<file path="config.mk">
export PLATFORM = sky130hd
export DESIGN_NAME = seq_div16
export DESIGN_NICKNAME = d
export VERILOG_FILES = /design/src/rtl/seq_div16.sv
export SDC_FILE = /design/constraint.sdc
export NUM_CORES = 1
export LEC_CHECK = 0
export BUFFER_PORTS_ARGS = -buffer_cell sky130_fd_sc_hd__buf_2
export CORE_ASPECT_RATIO = 0.8
export CORE_MARGIN = 10
export CORE_UTILIZATION = 53
export CTS_BUF_LIST = sky130_fd_sc_hd__clkbuf_4
export DETAILED_ROUTE_END_ITERATION = 10
export PLACE_DENSITY = 0.86
export SLEW_MARGIN = 10
export SYNTH_ARGS = -nofsm -noshare
export SYNTH_HDL_FRONTEND = slang
export SYNTH_SLANG_ARGS = --single-unit
</file>
<file path="constraint.sdc">
create_clock -name clk_i -period 2.51 [get_ports clk_i]
set_input_delay 0.251 -clock clk_i [delete_from_list [all_inputs] [get_ports clk_i]]
set_output_delay 0.251 -clock clk_i [all_outputs]
set_load 0.005 [all_outputs]
</file>
<file path="src/rtl/seq_div16.sv">
// Iterative unsigned restoring divider: one quotient bit per clock, with a registered
// quotient/remainder and a one-cycle done pulse. Divide-by-zero completes immediately.
module seq_div16 #(
    parameter int WIDTH = 16
) (
    input  logic             clk_i,
    input  logic             rst_ni,
    input  logic             start_i,
    input  logic [WIDTH-1:0] a_i,
    input  logic [WIDTH-1:0] b_i,
    output logic             busy_o,
    output logic             done_o,
    output logic [WIDTH-1:0] q_o,
    output logic [WIDTH-1:0] r_o,
    output logic             div0_o
);

    localparam int CW = $clog2(WIDTH) + 1;

    typedef enum logic {
        IDLE,
        CALC
    } state_e;

    state_e           state_q, state_d;
    logic [WIDTH-1:0] d_q, d_d;
    logic [WIDTH:0]   p_q, p_d;
    logic [WIDTH-1:0] v_q, v_d;
    logic [CW-1:0]    cnt_q, cnt_d;
    logic [WIDTH-1:0] q_q, q_d;
    logic [WIDTH-1:0] r_q, r_d;
    logic             div0_q, div0_d;
    logic             done_q, done_d;

    logic [WIDTH:0]   shifted;
    logic [WIDTH+1:0] diff;
    logic             qbit;

    // Trial subtraction includes P's top bit so any stray overflow reads as non-negative.
    always_comb begin
        shifted = {p_q[WIDTH-1:0], d_q[WIDTH-1]};
        diff    = {p_q, d_q[WIDTH-1]} - {2'b00, v_q};
        qbit    = ~diff[WIDTH+1];
    end

    always_comb begin
        state_d = state_q;
        d_d     = d_q;
        p_d     = p_q;
        v_d     = v_q;
        cnt_d   = cnt_q;
        q_d     = q_q;
        r_d     = r_q;
        div0_d  = div0_q;
        done_d  = 1'b0;

        unique case (state_q)
            IDLE: begin
                if (start_i) begin
                    if (b_i != '0) begin
                        d_d     = a_i;
                        v_d     = b_i;
                        p_d     = '0;
                        cnt_d   = '0;
                        state_d = CALC;
                    end else begin
                        q_d    = '1;
                        r_d    = a_i;
                        div0_d = 1'b1;
                        done_d = 1'b1;
                    end
                end
            end
            CALC: begin
                p_d   = qbit ? diff[WIDTH:0] : shifted;
                d_d   = {d_q[WIDTH-2:0], qbit};
                cnt_d = cnt_q + 1'b1;
                // The last iteration publishes the freshly shifted D and P directly.
                if (cnt_q == CW'(WIDTH - 1)) begin
                    q_d     = d_d;
                    r_d     = p_d[WIDTH-1:0];
                    div0_d  = 1'b0;
                    done_d  = 1'b1;
                    state_d = IDLE;
                end
            end
            default: state_d = IDLE;
        endcase
    end

    always_ff @(posedge clk_i) begin
        if (!rst_ni) begin
            state_q <= IDLE;
            d_q     <= '0;
            p_q     <= '0;
            v_q     <= '0;
            cnt_q   <= '0;
            q_q     <= '0;
            r_q     <= '0;
            div0_q  <= 1'b0;
            done_q  <= 1'b0;
        end else begin
            state_q <= state_d;
            d_q     <= d_d;
            p_q     <= p_d;
            v_q     <= v_d;
            cnt_q   <= cnt_d;
            q_q     <= q_d;
            r_q     <= r_d;
            div0_q  <= div0_d;
            done_q  <= done_d;
        end
    end

    assign busy_o = (state_q == CALC);
    assign done_o = done_q;
    assign q_o    = q_q;
    assign r_o    = r_q;
    assign div0_o = div0_q;

endmodule

</file>
# Yosys cells after proc, flatten, opt, wreduce, memory -nomap -nowiden
# Index checks and enable logic that the tools add are counted.
# Widths: inputs -> output; s select.
# op_classes
n_mux	30
order_cmp	0
n_reduce_logical	4
div_mod_pow	0
eq_ne	5
n_shift	0
n_bitwise	2
multipliers	0
add_sub_neg	2
# ops
cell	n
$mux 16	8
$pmux 16 s2	3
$mux 17	3
$pmux 17 s2	1
$sub 18x16->18	1
$reduce_bool 16->1	1
$mux 5	2
$pmux 5 s2	1
$mux 1	9
$ne 2x2->1 const B	3
$pmux 1 s2	3
$reduce_and 3->1	2
$add 5x1->5 const B	1
$eq 5x4->1 const B	1
$ne 2x1->1 const B	1
$not 1->1	2
$reduce_and 2->1	1
# word_totals
input_bits	35
memories	0
out_inout_bits	35
register_bits	89
romBits	0
mem_bits_rw	0
latch_bits	0

# Depth between registers and ports, before layout
# depth
word_depth	4
mapped_depth	11
depth_no_buf	11

# Worst setup path before layout
# OpenSTA, ideal clock, no wires.
# synth_timing
path_kind	flip-flop to flip-flop
startpoint	register v_q[10]
endpoint	register p_q[12]
period_less_slack_ns	2.437
stages_incl_launch_ff	10
t_required_ns	2.393
slack_ns	0.073
setup_ns	0.117
t_arrival_ns	2.320
path_cell_list	dfxtp_1 > inv_1 > ha_1 > a21o_1 > a21oi_4 > o21bai_4 > or4_4 > o2111a_1 > a21o_1 > a32o_1
# synth_via
elab_chain_cells	3
# synth_rtl
item	line_no	rtl
from (decl)	28	logic [WIDTH-1:0] v_q, v_d;
from (signal assigned)	106	v_q <= v_d;
$sub 18x16->18	42	diff = {p_q, d_q[WIDTH-1]} - {2'b00, v_q};
$mux 17	75	p_d = qbit ? diff[WIDTH:0] : shifted;
$pmux 17 s2	57	unique case (state_q)
to (signal assigned)	105	p_q <= p_d;
to (decl)	27	logic [WIDTH:0] p_q, p_d;
# No other way between the ends.
# A chain may end at the register's enable or synchronous reset.

# Worst setup path after layout
# layout_timing
startpoint	register v_q[4]
endpoint	register r_q[5] (netlist: r_o[5])
# layout_via
elab_chain_cells	4
# layout_rtl
item	line_no	rtl
$sub 18x16->18	42	
$mux 17	75	
$mux 16	79	if (cnt_q == CW'(WIDTH - 1)) begin
$pmux 16 s2	57	
to (signal assigned)	109	r_q <= r_d;
to (decl)	31	logic [WIDTH-1:0] r_q, r_d;
# No other way between the ends. The select of a mux whose other input is x is not followed.

==> results.py <==
metrics = {
    "route": {
        "drt_iter0_drc": 831,
        "post_drt_wl_per_cell_um": 19.8,
        "drt_pre_antenna_iters": 6,
        "wl_um": 15200,
        "drc": 0,
        "via_per_inst": 6.36,
        "num_vias": 4858,
        "ant_nets": 0,
    },
    "outcome": {
        "violations": "setup timing",
        "status": "finished with violations",
    },
    "worst_hold_path": {
        "worstHoldStart": "b_i[5]",
        "min_delay_path_depth": 3,
        "min_path_type": "input pin to flop",
        "hold-path-endpoint": "v_q[5]",
    },
    "final_layout": {
        "final_cell_area_um2": 5890,
        "multiInputGateArea_um2": 2890,
        "finish.utilization": 0.694,
        "seqCellArea_um2": 1790,
        "nets": 701,
        "area_growth_pct": 28.2,
        "nFillCells": 648,
        "diodes": 0,
        "final_cells": 764,
        "drive_gt1_frac": 0.359,
    },
    "power_and_ir_drop": {
        "finalPower_mw": 8.57,
        "p_int_mw": 4.78,
        "seq_power_share": 0.202,
        "p_sw_mw": 3.79,
        "pwr-share-clk": 0.087,
        "irDropWorstVdd_v": 0.000909,
        "power_frac_comb": 0.711,
        "powerDensity_nw_per_um2": 1450,
        "p_sw_frac": 0.442,
        "p_leak_nw": 2.44,
    },
    "sta": {
        "hold_viol_final": 0,
        "fin_worst_skew_ns": 0.0187,
        "setup_slack_ns": -0.0871,
        "post-route-min-period_ns": 2.60,
        "period_share": 1.03,
        "max_freq_ghz": 0.385,
        "tns_ns": -0.239,
        "slew_headroom": 0.210,
        "slew_viol_final": 0,
        "worst_pin_slew_ns": 1.18,
        "rsz0062_at_grt": "true",
        "setup_viol": 6,
        "hold_slack_ns": 0.0178,
    },
    "global_route": {
        "grt_max_degree": 44,
        "grt_overflow": 0,
        "antenna_found_initial": 0,
        "grt_usage": 0.224,
        "grt_pass1_vias": 4524,
        "grt_pass1_wl_um": 22900,
    },
    "logic_synthesis": {
        "yosysSeqAreaShare": 0.388,
        "synth_fp_nets": 591,
        "synth_edf_count": 0,
        "yosysTopAreaCellShare": 0.388,
        "syn_area_um2": 4600,
        "syn_inst": 537,
        "ys_ff_latch": 89,
        "synth-main-ff-cell": "dfxtp_1",
        "yosysTopAreaCell": "dfxtp_1",
        "yosys-top-cells-count": "dfxtp_1, nand2_1, a21oi_1",
        "synth.distinct_cells": 72,
        "synthTopCellsByArea": "dfxtp_1, a21oi_1, nand2_1, ha_1, o21ai_0",
        "avgSynthCellArea_um2": 8.56,
        "synthArstFlopShare": 0,
        "yosysMostFrequentCell": "dfxtp_1",
        "ys_warn_count": 0,
    },
    "placed_design": {
        "gp_congestion": 0.939,
        "dp_slack_ns": -0.0943,
        "postPlaceCellArea_um2": 5360,
        "placed_cells": 737,
        "io_buffers": 69,
        "post-dp-hpwl_um": 10500,
    },
    "worst_setup_path": {
        "r2r_slack_ns": -0.09,
        "criticalPathCategory": "flop to flop",
        "cp-start-kind": "flop",
        "worstPathArrival_ns": 3.00,
        "reg2regPathDepth": 9,
        "cp-end-kind": "flop",
        "required_ns": 2.91,
        "worstReg2RegStart": "v_q[4]",
        "r2r_end": "r_o[5]",
        "crit_fanout": 7,
    },
    "clock_tree": {
        "htree_levels": 3,
        "cts_made_buffers": 9,
        "clock_path_buffers": 2,
        "cts_tree": "built",
        "cts_root_buffer": "clkbuf_4",
        "path_clk_slew_ns": 0.15,
        "clock-sinks": 89,
        "insertion_delay_ns": 0.47,
    },
    "flow_run": {
        "max_cap_violations": 0,
    },
    "die": {
        "initial_utilization": 0.542,
        "io_pins": 70,
        "rows": 30,
        "design.die.area_um2": 12800,
        "coreArea_um2": 8480,
        "die_h_um": 103,
        "die_x_um": 124,
    },
}
-- power by group through the flow --
stage / combinational (mW) / sequential [mW] / clock, mW
CTS: 4.94 / 1.70 / 0.749
global route: 6.39 / 1.75 / 0.815
floorplan: 3.18 / 1.67 / 0
global placement: 4.56 / 1.72 / 0
finish: 6.09 / 1.73 / 0.747
detailed placement: 4.66 / 1.72 / 0
-- how the worst max path moves through the flow --
stage               slack [ns]  cells past startpoint     from       to
floorplan                 0.07                      9  v_q[10]  p_q[12]
global placement         -0.06                      9  v_q[10]  r_o[12]
detailed placement       -0.09                      9  v_q[10]  r_o[12]
CTS                   0.000002                     11   v_q[1]   r_o[5]
global route             -0.15                     12  d_q[15]  r_o[14]
finish                   -0.09                      9   v_q[4]   r_o[5]
-- layer usage --
| metal | wire length, µm | global-route usage |
|---|---|---|
| met1 | 6310 | 0.287 |
| met2 | 6870 | 0.353 |
| met3 | 1580 | 0.0711 |
| met4 | 394 | 0.0716 |
| met5 | 0 | 0 |
-- cells in the final DEF (no fill, tap or decap), types with 5 or more instances in the layout --
| master | instances |
|---|---|
| nand3_1 | 18 |
| inv_1 | 19 |
| o21ai_1 | 6 |
| a21o_1 | 8 |
| a31oi_1 | 8 |
| a222oi_1 | 10 |
| o21ai_0 | 28 |
| dfxtp_1 | 81 |
| nand4_1 | 10 |
| nand2_1 | 62 |
| o221a_2 | 13 |
| ha_4 | 7 |
| o22ai_1 | 5 |
| xnor2_1 | 5 |
| ha_1 | 7 |
| dfxtp_2 | 7 |
| buf_4 | 61 |
| a21oi_1 | 44 |
| buf_2 | 69 |
| nor3_1 | 7 |
| nor2_1 | 41 |
| clkbuf_4 | 9 |
| o211ai_1 | 8 |
-- logic make-up (layout without fill, tap and decap cells) --
group	count (synthesis)	after routing	share of synthesized area
AOI/OAI and AO/OA	177	177	0.274
and+or+nand+nor	177	177	0.197
DFF	89	89	0.388
buffers and inverters	57	172	0.0512
adders and majority gates	19	19	0.0534
xor gates and xnor gates	10	10	0.0191
muxes	8	8	0.0174
-- critical path, stage by stage, from the launching register on --
cell      delay [ns]
dfxtp_1         0.37
inv_1           0.08
ha_1            0.36
o21ai_1         0.30
a211oi_4        0.09
buf_4           0.15
o31ai_4         0.30
nand2_4         0.14
or4_4           0.56
a31oi_1         0.18
-- state kept, by name, indices dropped and copies added (netlist names) --
| name | flops |
|---|---|
| busy_o | 1 |
| r_o | 16 |
| div0_o | 1 |
| p_q | 17 |
| done_o | 1 |
| q_o | 16 |
| v_q | 16 |
| d_q | 16 |
| cnt_q | 5 |
-- timing repair --
action	CTS	global route
setup endpoints to repair	18	29
resized for setup	18	53
endpoints found under the hold margin	0	1
hold buffers	0	1
setup buffers	2	8
pin swaps	7	20
-- cell type report --
| class | instances | share of cell area |
|---|---|---|
| flip-flops and latches | 89 | 0.305 |
| repair buffers | 133 | 0.145 |
| clock inverters | 7 | 0.00892 |
| inverters | 23 | 0.0151 |
| clock buffers | 9 | 0.0115 |
| well taps | 112 | 0.0238 |
| multi-input cells | 391 | 0.491 |
Note: power is estimated with default switching activity, not from simulation.
